## src/rtl/alu_req_unit.sv

```systemverilog
// Handshaked 4-bit ALU responder: accepts one request per cycle, computes
// result/carry/zero and returns them in order through a 2-entry FIFO.
module alu_req_unit #(
    parameter int WIDTH = 4,
    parameter int CNT_W = 8
) (
    input  logic             clk,
    input  logic             rst,
    input  logic             in_valid,
    output logic             in_ready,
    input  logic [WIDTH-1:0] in_a,
    input  logic [WIDTH-1:0] in_b,
    input  logic [2:0]       in_sel,
    output logic             out_valid,
    input  logic             out_ready,
    output logic [WIDTH-1:0] out_result,
    output logic             out_carry,
    output logic             out_zero,
    output logic [CNT_W-1:0] op_count
);

    localparam logic [2:0] SEL_ADD = 3'b000;
    localparam logic [2:0] SEL_SUB = 3'b001;
    localparam logic [2:0] SEL_AND = 3'b010;
    localparam logic [2:0] SEL_OR  = 3'b011;
    localparam logic [2:0] SEL_XOR = 3'b100;
    localparam logic [2:0] SEL_NOT = 3'b101;
    localparam logic [2:0] SEL_SHL = 3'b110;
    localparam logic [2:0] SEL_SHR = 3'b111;

    // Returns {carry, result}; bit WIDTH is the carry-out / borrow / shifted-out bit.
    function automatic logic [WIDTH:0] alu_op(
        input logic [WIDTH-1:0] a,
        input logic [WIDTH-1:0] b,
        input logic [2:0]       sel
    );
        logic [WIDTH:0] r;
        case (sel)
            SEL_ADD: r = {1'b0, a} + {1'b0, b};
            SEL_SUB: r = {1'b0, a} - {1'b0, b};
            SEL_AND: r = {1'b0, a & b};
            SEL_OR:  r = {1'b0, a | b};
            SEL_XOR: r = {1'b0, a ^ b};
            SEL_NOT: r = {1'b0, ~a};
            SEL_SHL: r = {a, 1'b0};
            SEL_SHR: r = {a[0], 1'b0, a[WIDTH-1:1]};
            default: r = {(WIDTH+1){1'b0}};
        endcase
        return r;
    endfunction

    logic [WIDTH-1:0] res_mem_r   [2];
    logic             carry_mem_r [2];
    logic             zero_mem_r  [2];
    logic             wr_ptr_r;
    logic             rd_ptr_r;
    logic [1:0]       count_r;
    logic [CNT_W-1:0] op_count_r;

    logic [WIDTH:0]   alu_s;
    logic             zero_s;
    logic             push_s;
    logic             pop_s;

    // Combinational ALU on the request fields.
    always_comb begin
        alu_s  = alu_op(in_a, in_b, in_sel);
        zero_s = (alu_s[WIDTH-1:0] == {WIDTH{1'b0}});
    end

    // in_ready depends only on registered count and rst, never on out_ready.
    assign in_ready   = (count_r != 2'd2) && !rst;
    assign out_valid  = (count_r != 2'd0) && !rst;
    assign push_s     = in_valid && in_ready;
    assign pop_s      = out_valid && out_ready;

    assign out_result = res_mem_r[rd_ptr_r];
    assign out_carry  = carry_mem_r[rd_ptr_r];
    assign out_zero   = zero_mem_r[rd_ptr_r];
    assign op_count   = op_count_r;

    // FIFO storage, pointers, occupancy and completed-transfer counter.
    always_ff @(posedge clk) begin
        if (rst) begin
            res_mem_r[0]   <= {WIDTH{1'b0}};
            res_mem_r[1]   <= {WIDTH{1'b0}};
            carry_mem_r[0] <= 1'b0;
            carry_mem_r[1] <= 1'b0;
            zero_mem_r[0]  <= 1'b0;
            zero_mem_r[1]  <= 1'b0;
            wr_ptr_r       <= 1'b0;
            rd_ptr_r       <= 1'b0;
            count_r        <= 2'd0;
            op_count_r     <= {CNT_W{1'b0}};
        end else begin
            if (push_s) begin
                res_mem_r[wr_ptr_r]   <= alu_s[WIDTH-1:0];
                carry_mem_r[wr_ptr_r] <= alu_s[WIDTH];
                zero_mem_r[wr_ptr_r]  <= zero_s;
                wr_ptr_r              <= ~wr_ptr_r;
            end else begin
                wr_ptr_r <= wr_ptr_r;
            end

            if (pop_s) begin
                rd_ptr_r   <= ~rd_ptr_r;
                op_count_r <= op_count_r + {{(CNT_W-1){1'b0}}, 1'b1};
            end else begin
                rd_ptr_r   <= rd_ptr_r;
                op_count_r <= op_count_r;
            end

            case ({push_s, pop_s})
                2'b10:   count_r <= count_r + 2'd1;
                2'b01:   count_r <= count_r - 2'd1;
                default: count_r <= count_r;
            endcase
        end
    end

endmodule

```

## config.mk

```make
export PLATFORM = sky130hd
export DESIGN_NAME = alu_req_unit
export DESIGN_NICKNAME = d
export VERILOG_FILES = /design/src/rtl/alu_req_unit.sv
export SDC_FILE = /design/constraint.sdc
export NUM_CORES = 1
export LEC_CHECK = 0
export ABC_AREA = 1
export BUFFER_PORTS_ARGS = -buffer_cell sky130_fd_sc_hd__clkbuf_2
export CAP_MARGIN = 25
export CORE_UTILIZATION = 25
export DETAILED_ROUTE_END_ITERATION = 7
export MAX_ROUTING_LAYER = met4
export SLEW_MARGIN = 30
export SYNTH_ARGS = -nofsm -noshare
export SYNTH_HDL_FRONTEND = slang
export SYNTH_SLANG_ARGS = --single-unit
```

## constraint.sdc

```tcl
create_clock -name clk -period 5.2 [get_ports clk]
set_clock_uncertainty 0.1 [all_clocks]
set_input_delay 1.04 -clock clk [delete_from_list [all_inputs] [get_ports clk]]
set_output_delay 1.04 -clock clk [all_outputs]
set_load 0.02 [all_outputs]
```

==> flow_metrics.env, run 1 <==
export IMPL_dp_cells=352
export IMPL_yosys_register_bits=25
export IMPL_grt_pass1_vias=1423
export IMPL_crit_arrival_ns=2.94
export IMPL_final_antenna_net_count=0
export IMPL_netlist_instances=230
export IMPL_die_x_um=86.54
export IMPL_rows=30
export IMPL_rsz0062_at_grt="no"
export IMPL_min_period_over_period=0.5793
export IMPL_layout_setup_ws_ns=2.187
export IMPL_avgSynthCellArea_um2=7.768
export IMPL_regToRegSetupSlack_ns=3.32
export IMPL_hold_violations=0
export IMPL_synth_area_top_cells="edfxtp_1, dfxtp_1, ha_1"
export IMPL_crit_chain="clkbuf_2 -> nor2_2 -> nand2_1 -> o21ai_0 -> fa_1 -> or2_0 -> nand3_1 -> nor2_1 -> nand2_1 -> nor2_1"
export IMPL_core_area_mm2=0.006832
export IMPL_drv_slew=0
export IMPL_fp_dieH_um=86.54
export IMPL_drt_iter0_drc=84
export IMPL_vias=1526
export IMPL_drtPass1Iterations=4
export IMPL_avgRoutedWirePerCell_um=10.26
export IMPL_clkSinkCount=25
export IMPL_crit_fanout=14
export IMPL_synth_edff_count=12
export IMPL_slowest_stage="fa_1"
export IMPL_syn_area_mm2=0.001787
export IMPL_hold_path_class="reg2reg"
export IMPL_setup_tns_ns=0
export IMPL_layout_nets=292
export IMPL_required_ns=5.13
export IMPL_gp_congestion=0.8657
export IMPL_drc=0
export IMPL_yosysTopAreaCell="edfxtp_1"
export IMPL_routed_wirelength_um=3654
export IMPL_initial_core_util=0.2615
export IMPL_cts_root_buf="clkbuf_8"
export IMPL_syn_to_final_growth_pct=15.62
export IMPL_synth_fp_nets=261
export IMPL_synthTopCellsByCount="nand2_1, inv_1, nor2_1, nand3_1, ha_1"
export IMPL_critPathCaptureType="register"
export IMPL_start_kind="input port"
export IMPL_worst_pin_slew_ns=0.3337
export IMPL_antenna_found_initial=0
export IMPL_status="finished, final reports clean"
export IMPL_utilization=0.3024
export IMPL_holdBufCountCts=0
export IMPL_yosysWarnings=0
export IMPL_ir_worst_vdd_mv=0.06825
export IMPL_fmax_ghz=0.3319
export IMPL_ys_seq_area_frac=0.3473
export IMPL_grt_max_degree=15
export IMPL_htreeDepth=1
export IMPL_pre_cts_ws_ns=1.883
export IMPL_num_io_pins=31
export IMPL_ys_flop_type="dfxtp_1"
export IMPL_cap_violations=0
export IMPL_num_antenna_cells=0
export IMPL_cts_max_path_buffers=2
export IMPL_async_reset_ff_frac=0
export IMPL_hpwl_um=2959
export IMPL_vias_per_cell=4.287
export IMPL_cts_clk_slew_worst_paths_ns=0.08
export IMPL_ys_types=30
export IMPL_overflow=0
export IMPL_grt_pass1_wl_um=6210
export IMPL_setup_violations=0
export IMPL_yosysMostFrequentCell="nand2_1"
export IMPL_io_buffers=30
export IMPL_cts_buffers=3
export IMPL_synth_top_area_frac=0.2017
export IMPL_drive_above_1_share=0.2308
export IMPL_finalNonFillerCells=356
export IMPL_slew_limit_headroom=0.7752
export IMPL_post_cts_buffers=0
export IMPL_die_area_mm2=0.007489
export IMPL_path_class="in2reg"
export IMPL_fill_cells=753
export IMPL_power_density_mw_per_mm2=218.2
export IMPL_static_leakage_power_nw=0.9904
export IMPL_critical_path_max_stage_delay_ns=0.46
export IMPL_cts_resized=0
export IMPL_track_usage=0.1050
export IMPL_clock_latency_ns=0.27
export IMPL_cts_tree="yes"
export IMPL_finalCriticalPeriod_ns=3.013
-- worst max-delay path, delay by kind of cell --
family,cells,cell delay [ns]
buf+inv,1,0.21
compound gates,1,0.32
fa+ha+maj,1,0.46
simple gates,7,0.90
-- layout by cell type (no fill, tap or decap), types with 2 or more instances in the layout --
master	instances
a21oi_1	12
a21oi_2	4
a31oi_1	2
clkbuf_2	30
clkbuf_8	3
dfxtp_1	13
edfxtp_1	12
ha_1	15
inv_1	36
inv_2	5
mux2_2	6
nand2_1	40
nand3_1	16
nand3_2	4
nand4_1	5
nor2_1	28
nor2_2	3
o21ai_0	9
o21ai_1	2
xnor2_1	2
xor2_1	3
-- cell families (layout without fill, tap and decap cells) --
logic type,count (synthesis),after routing,synth area share
and+or+nand+nor,102,102,0.2668
buffers and inverters,45,75,0.1071
AOI/OAI and AO/OA,31,31,0.1001
DFF,25,25,0.3473
adders and majority gates,16,16,0.1162
muxes,6,6,0.03781
xor gates and xnor gates,5,5,0.02451
-- final cells by class --
type	count	area [um2]	share of cell area
multi-input combinational	160	974.7	0.4718
clock inverter	1	5.005	0.002423
timing repair buffer	30	150.1	0.07268
tap	96	120.1	0.05815
clock buffer	3	41.29	0.01999
sequential	25	620.6	0.3004
inverter	41	153.9	0.07450
-- routing by layer --
| metal | global-route usage | vias up | part of all wire |
|---|---|---|---|
| li1 | - | 809 | - |
| met1 | 0.1202 | 688 | 0.46 |
| met2 | 0.1840 | 25 | 0.49 |
| met3 | 0.01524 | 4 | 0.040 |
| met4 | 0.04242 | 0 | 0.011 |
| met5 | - | - | 0 |
-- power by group --
group	internal, mW	switching [mW]
Sequential	0.217	0.00456
Combinational	0.0399	0.0731
Clock	0.0536	0.0624
-- flip-flops by register name (all words and copies together) (netlist names), named ones only --
| signal | count |
|---|---|
| rd_ptr_r | 1 |
| count_r | 2 |
| zero_mem_r | 2 |
| res_mem_r | 8 |
| wr_ptr_r | 1 |
| op_count | 8 |
| carry_mem_r | 2 |
-- metrics by stage --
stage | cell area, um2 | power [mW] | hold WS, ns
6_report | 2066 | 0.4507 | 0.3927
5_1_grt | 2066 | 0.4731 | 0.4152
4_1_cts | 2066 | 0.4544 | 0.3881
3_5_place_dp | 2019 | 0.3403 | 0.3747
3_3_place_gp | 2019 | 0.3389 | 0.3554
2_1_floorplan | 1787 | 0.3078 | 0.3469
-- final timing paths --
path,start,end,depth (start not counted)
worst max-delay path,in_sel[2],zero_mem_r[0]$_SDFFCE_PN0P_,10
worst min-delay path,wr_ptr_r$_SDFFE_PP0P_,wr_ptr_r$_SDFFE_PP0P_,2
worst max register to register,count_r[0]$_SDFFE_PP0P_,count_r[1]$_SDFFE_PP0P_,9
worst min register to register,wr_ptr_r$_SDFFE_PP0P_,wr_ptr_r$_SDFFE_PP0P_,2
Note: power is estimated with default switching activity, not from simulation.
==> inputs of run 2 (changes only) <==
==> constraint.sdc (replaced) <==
create_clock -name clk -period 3.1 [get_ports clk]
set_clock_uncertainty 0.1 [all_clocks]
set_input_delay 0.62 -clock clk [delete_from_list [all_inputs] [get_ports clk]]
set_output_delay 0.62 -clock clk [all_outputs]
set_load 0.02 [all_outputs]
==> run 2 against run 1 <==
Compared with the run above:
- flip-flop and latch count unchanged
- utilization up 0.22 points
- first-iteration DRC count down 35%
- largest power group unchanged
- highest routed layer unchanged
==> flow_metrics.env, run 2 (same netlist as run 1, synthesis figures left out) <==
export IMPL_rsz0062_at_grt="no"
export IMPL_worst_pin_slew_ns=0.3384
export IMPL_finalCriticalPeriod_ns=2.537
export IMPL_power_density_mw_per_mm2=362.3
export IMPL_crit_fanout=6
export IMPL_setup_violations=0
export IMPL_mostFrequentLayoutCells="nand2_1, inv_1, clkbuf_2"
export IMPL_post_cts_buffers=0
export IMPL_antenna_found_initial=0
export IMPL_drt_iter0_drc=55
export IMPL_hold_path_class="reg2reg"
export IMPL_routed_wirelength_um=3729
export IMPL_setup_tns_ns=0
export IMPL_cts_buffers=3
export IMPL_cts_resized=0
export IMPL_ir_worst_vdd_mv=0.1137
export IMPL_drv_slew=0
export IMPL_critPathCaptureType="register"
export IMPL_vias_per_cell=4.271
export IMPL_static_leakage_power_nw=1.000
export IMPL_min_period_over_period=0.8182
export IMPL_fmax_ghz=0.3942
export IMPL_grt_pass1_wl_um=6106
export IMPL_drive_above_1_share=0.2366
export IMPL_num_antenna_cells=0
export IMPL_initial_core_util=0.2615
export IMPL_cts_max_path_buffers=2
export IMPL_cap_violations=0
export IMPL_whs_ns=0.3824
export IMPL_drc=0
export IMPL_path_class="in2reg"
export IMPL_fp_dieH_um=86.54
export IMPL_final_antenna_net_count=0
export IMPL_htreeDepth=1
export IMPL_hold_violations=0
export IMPL_final_common_cell="nand2_1"
export IMPL_cts_tree="yes"
export IMPL_clock_latency_ns=0.27
export IMPL_syn_to_final_growth_pct=16.46
export IMPL_avgRoutedWirePerCell_um=10.42
export IMPL_place_area_mm2=0.002034
export IMPL_required_ns=3.02
export IMPL_utilization=0.3046
export IMPL_track_usage=0.1054
export IMPL_status="finished, final reports clean"
export IMPL_grt_pass1_vias=1359
export IMPL_design_area_mm2=0.002081
export IMPL_die_area_mm2=0.007489
export IMPL_grt_max_degree=15
export IMPL_slew_limit_headroom=0.7720
export IMPL_fill_cells=763
export IMPL_core_area_mm2=0.006832
export IMPL_holdBufCountCts=0
export IMPL_clkSinkCount=25
export IMPL_crit_arrival_ns=2.46
export IMPL_hpwl_um=3051
export IMPL_vias=1529
export IMPL_cts_root_buf="clkbuf_8"
export IMPL_overflow=0
export IMPL_gp_congestion=0.9395
export IMPL_start_kind="input port"
export IMPL_drtPass1Iterations=4
export IMPL_layout_nets=294
export IMPL_num_io_pins=31
export IMPL_io_buffers=30
export IMPL_die_x_um=86.54
export IMPL_rows=30
export IMPL_cts_clk_slew_worst_paths_ns=0.09
run 2: per-stage QoR:
stage | power, mW | worst slack, ns | cells
3_5_place_dp | 0.5733 | 0.2870 | 354
3_3_place_gp | 0.5717 | 0.3064 | 354
5_1_grt | 0.8042 | 0.4147 | 358
4_1_cts | 0.7643 | 0.5737 | 358
6_report | 0.7539 | 0.5635 | 358
2_1_floorplan | 0.5163 | 0.6579 | 230
run 2: critical path, stage by stage:
cell and delay [ns]:
clkbuf_2 0.09, nor2_2 0.25, nand2_1 0.15, o21ai_0 0.32, fa_1 0.47, or2_0 0.23
nand3_1 0.14, nor2_1 0.05, nand2_1 0.08, nor2_1 0.04
run 2: layout make-up:
cell class	count	area [um2]	area share
multi-input combinational	160	974.7	0.4684
inverter	41	153.9	0.07396
sequential	25	620.6	0.2983
clock inverter	1	5.005	0.002405
tap	96	120.1	0.05773
timing repair buffer	32	165.2	0.07937
clock buffer	3	41.29	0.01984
run 2: final timing paths:
kind / start / end / slack (ns) / cells after the start
setup / recovery: in_sel[2] / zero_mem_r[0]$_SDFFCE_PN0P_ / 0.56 / 10
hold / removal: wr_ptr_r$_SDFFE_PP0P_ / wr_ptr_r$_SDFFE_PP0P_ / 0.38 / 2
setup reg to reg: count_r[0]$_SDFFE_PP0P_ / count_r[1]$_SDFFE_PP0P_ / 1.32 / 9
hold reg to reg: wr_ptr_r$_SDFFE_PP0P_ / wr_ptr_r$_SDFFE_PP0P_ / 0.38 / 2
run 2: power by group:
part	switching [mW]	internal, mW
Clock	0.0996	0.0898
Combinational	0.124	0.0691
Sequential	0.00777	0.364
Total	0.231	0.523
run 2: routing by layer:
layer  vias to the layer above  global-route usage  share of wire
li1                        809                   -              -
met1                       672              0.1298           0.45
met2                        41              0.1760           0.49
met3                         7             0.01524          0.047
met4                         0             0.03788          0.015
met5                         -                   -              0
==> inputs of run 3 (changes only) <==
==> constraint.sdc (replaced) <==
create_clock -name clk -period 2.3 [get_ports clk]
set_clock_uncertainty 0.1 [all_clocks]
set_input_delay 0.46 -clock clk [delete_from_list [all_inputs] [get_ports clk]]
set_output_delay 0.46 -clock clk [all_outputs]
set_load 0.02 [all_outputs]
==> run 3 against run 2 <==
Compared with the run above:
- combinational power up 48%
- utilization increased by 1.4 points
- non-clock buffer count increased by 10
- sequential share of layout area fell by 1.3 points
- clock power up 34%
- clock-buffer cell count increased by 1
- register-to-register slack got worse by 0.84 ns
- global-route usage grew 0.31 points
- worst hold slack lost 0.0051 ns
- sequential power grew 35%
- die area stayed put
- cell area increased by 4.4%
- largest cell class unchanged
- highest routed layer unchanged
==> flow_metrics.env, run 3 (same netlist as run 1, synthesis figures left out) <==
export IMPL_required_ns=2.22
export IMPL_ir_worst_vdd_mv=0.1412
export IMPL_drt_iter0_drc=69
export IMPL_worst_pin_slew_ns=0.2904
export IMPL_regToRegSetupSlack_ns=0.48
export IMPL_min_from="rst"
export IMPL_dp_cells=364
export IMPL_setup_tns_ns=0
export IMPL_grt_max_degree=14
export IMPL_overflow=0
export IMPL_slew_limit_headroom=0.8061
export IMPL_num_io_pins=31
export IMPL_start_kind="input port"
export IMPL_cts_clk_slew_worst_paths_ns=0.09
export IMPL_rows=30
export IMPL_num_antenna_cells=0
export IMPL_layout_setup_ws_ns=0.1176
export IMPL_antenna_found_initial=0
export IMPL_static_leakage_power_nw=1.046
export IMPL_drc=0
export IMPL_cap_violations=0
export IMPL_crit_family="adder cells"
export IMPL_p_sw_mw=0.3145
export IMPL_vias_per_cell=4.269
export IMPL_grt_pass1_vias=1453
export IMPL_finalNonFillerCells=368
export IMPL_power_density_mw_per_mm2=478.0
export IMPL_r2r_end="count_r[1]$_SDFFE_PP0P_"
export IMPL_grt_pass1_wl_um=6410
export IMPL_swShare=0.3027
export IMPL_hold_violations=0
export IMPL_setup_violations=0
export IMPL_r2r_start="count_r[0]$_SDFFE_PP0P_"
export IMPL_pre_cts_ws_ns=-0.1955
export IMPL_gp_congestion=0.8509
export IMPL_cts_tree="yes"
export IMPL_layout_nets=304
export IMPL_post_cts_buffers=0
export IMPL_htreeDepth=1
export IMPL_crit_fanout=2
export IMPL_final_antenna_net_count=0
export IMPL_slowest_stage="fa_2"
export IMPL_min_to="op_count[7]$_SDFFE_PP0P_"
export IMPL_vias=1571
export IMPL_cts_buffers=3
export IMPL_cts_root_buf="clkbuf_8"
export IMPL_die_x_um=86.54
export IMPL_io_buffers=30
export IMPL_holdBufCountCts=0
export IMPL_syn_to_final_growth_pct=21.64
export IMPL_die_area_mm2=0.007489
export IMPL_hold_path_class="in2reg"
export IMPL_utilization=0.3181
export IMPL_hold_depth=2
export IMPL_critical_path_max_stage_delay_ns=0.51
export IMPL_drtPass1Iterations=4
export IMPL_crit_chain="clkbuf_2 -> inv_1 -> ha_1 -> nand2_1 -> o21ai_1 -> buf_4 -> fa_2 -> or2_0 -> nand3_1 -> buf_4 -> nand2_1 -> inv_1"
export IMPL_min_period_over_period=0.9489
export IMPL_combPwrFrac=0.274
export IMPL_fmax_ghz=0.4582
export IMPL_status="finished, final reports clean"
export IMPL_crit_buf_inv=5
export IMPL_mostFrequentLayoutCells="nand2_1, inv_1, clkbuf_2"
export IMPL_r2r_cells=9
export IMPL_track_usage=0.1085
export IMPL_initial_core_util=0.2615
export IMPL_core_area_mm2=0.006832
export IMPL_p_clk_frac=0.243
export IMPL_cts_max_path_buffers=2
export IMPL_path_class="in2reg"
export IMPL_finalCriticalPeriod_ns=2.182
export IMPL_hpwl_um=3103
export IMPL_clkSinkCount=25
export IMPL_intPower_mw=0.7244
export IMPL_seqPwrFrac=0.482
export IMPL_avgRoutedWirePerCell_um=10.33
export IMPL_design_power_total_mw=1.039
export IMPL_fp_dieH_um=86.54
export IMPL_final_common_cell="nand2_1"
export IMPL_critPathCaptureType="register"
export IMPL_drv_slew=0
export IMPL_clock_latency_ns=0.26
export IMPL_routed_wirelength_um=3802
export IMPL_crit_arrival_ns=2.11
export IMPL_drive_above_1_share=0.2794
[run 3: cell count changes in the layout (fill, tap and decap cells not counted), sizes merged]
cell and delta:
clkinv -1, buf +10, clkbuf +1
[run 3: area by class of cell]
| type | instances | area [um2] |
|---|---|---|
| fillers | 753 | 4658 |
| multi-input cells | 160 | 993.5 |
| flip-flops and latches | 25 | 620.6 |
| repair buffers | 42 | 240.2 |
| inverters | 41 | 153.9 |
| well taps | 96 | 120.1 |
| clock buffers | 4 | 45.04 |
[run 3: worst max path at each step]
stage	start	end	slack, ns	cells past startpoint
after global placement	in_sel[2]	carry_mem_r[1]$_SDFFCE_PN0P_	-0.19	12
after global routing	in_b[0]	zero_mem_r[1]$_SDFFCE_PN0P_	-0.004	15
final	in_b[0]	res_mem_r[1][1]$_SDFFCE_PN0P_	0.12	12
after CTS	in_b[0]	carry_mem_r[1]$_SDFFCE_PN0P_	0.07	15
after floorplan	in_sel[2]	zero_mem_r[0]$_SDFFCE_PN0P_	0.02	9
after detailed placement	in_b[0]	carry_mem_r[1]$_SDFFCE_PN0P_	-0.20	15
[run 3: repair_timing]
| item | 4_1_cts | 5_1_grt |
|---|---|---|
| endpoints found under the hold margin | 0 | 0 |
| resized for setup | 0 | 8 |
| setup endpoints to repair | 0 | 6 |
[run 3: worst reg2reg max path, stage by stage (launching register included)]
cell and delay, ns:
dfxtp_1 0.35, inv_1 0.10, a21oi_2 0.23, nand2_4 0.14
inv_2 0.11, ha_1 0.25, a21oi_1 0.12, o21ai_0 0.11
o21ai_0 0.15, a21oi_1 0.05
[run 3: layer usage]
layer / vias to the layer above / wire [um] / global-route usage
li1: 833 / - / -
met1: 718 / 1870 / 0.1433
met2: 18 / 1808 / 0.1818
met3: 2 / 98 / 0.01238
met4: 0 / 24 / 0.01818
met5: - / 0 / -
[run 3: power groups by stage]
stage / clock network (mW) / registers, mW / logic [mW]
after floorplan: 0 / 0.509 / 0.187
final: 0.253 / 0.501 / 0.285
after CTS: 0.254 / 0.501 / 0.280
after global routing: 0.269 / 0.504 / 0.322
after global placement: 0 / 0.511 / 0.275
after detailed placement: 0 / 0.512 / 0.279
[run 3: per-stage QoR]
stage / hold WS (ns) / cell area, um2
after floorplan: 0.3469 / 1787
after global placement: 0.3560 / 2110
after detailed placement: 0.3651 / 2110
after CTS: 0.3775 / 2155
after global routing: 0.3957 / 2173
final: 0.3773 / 2173
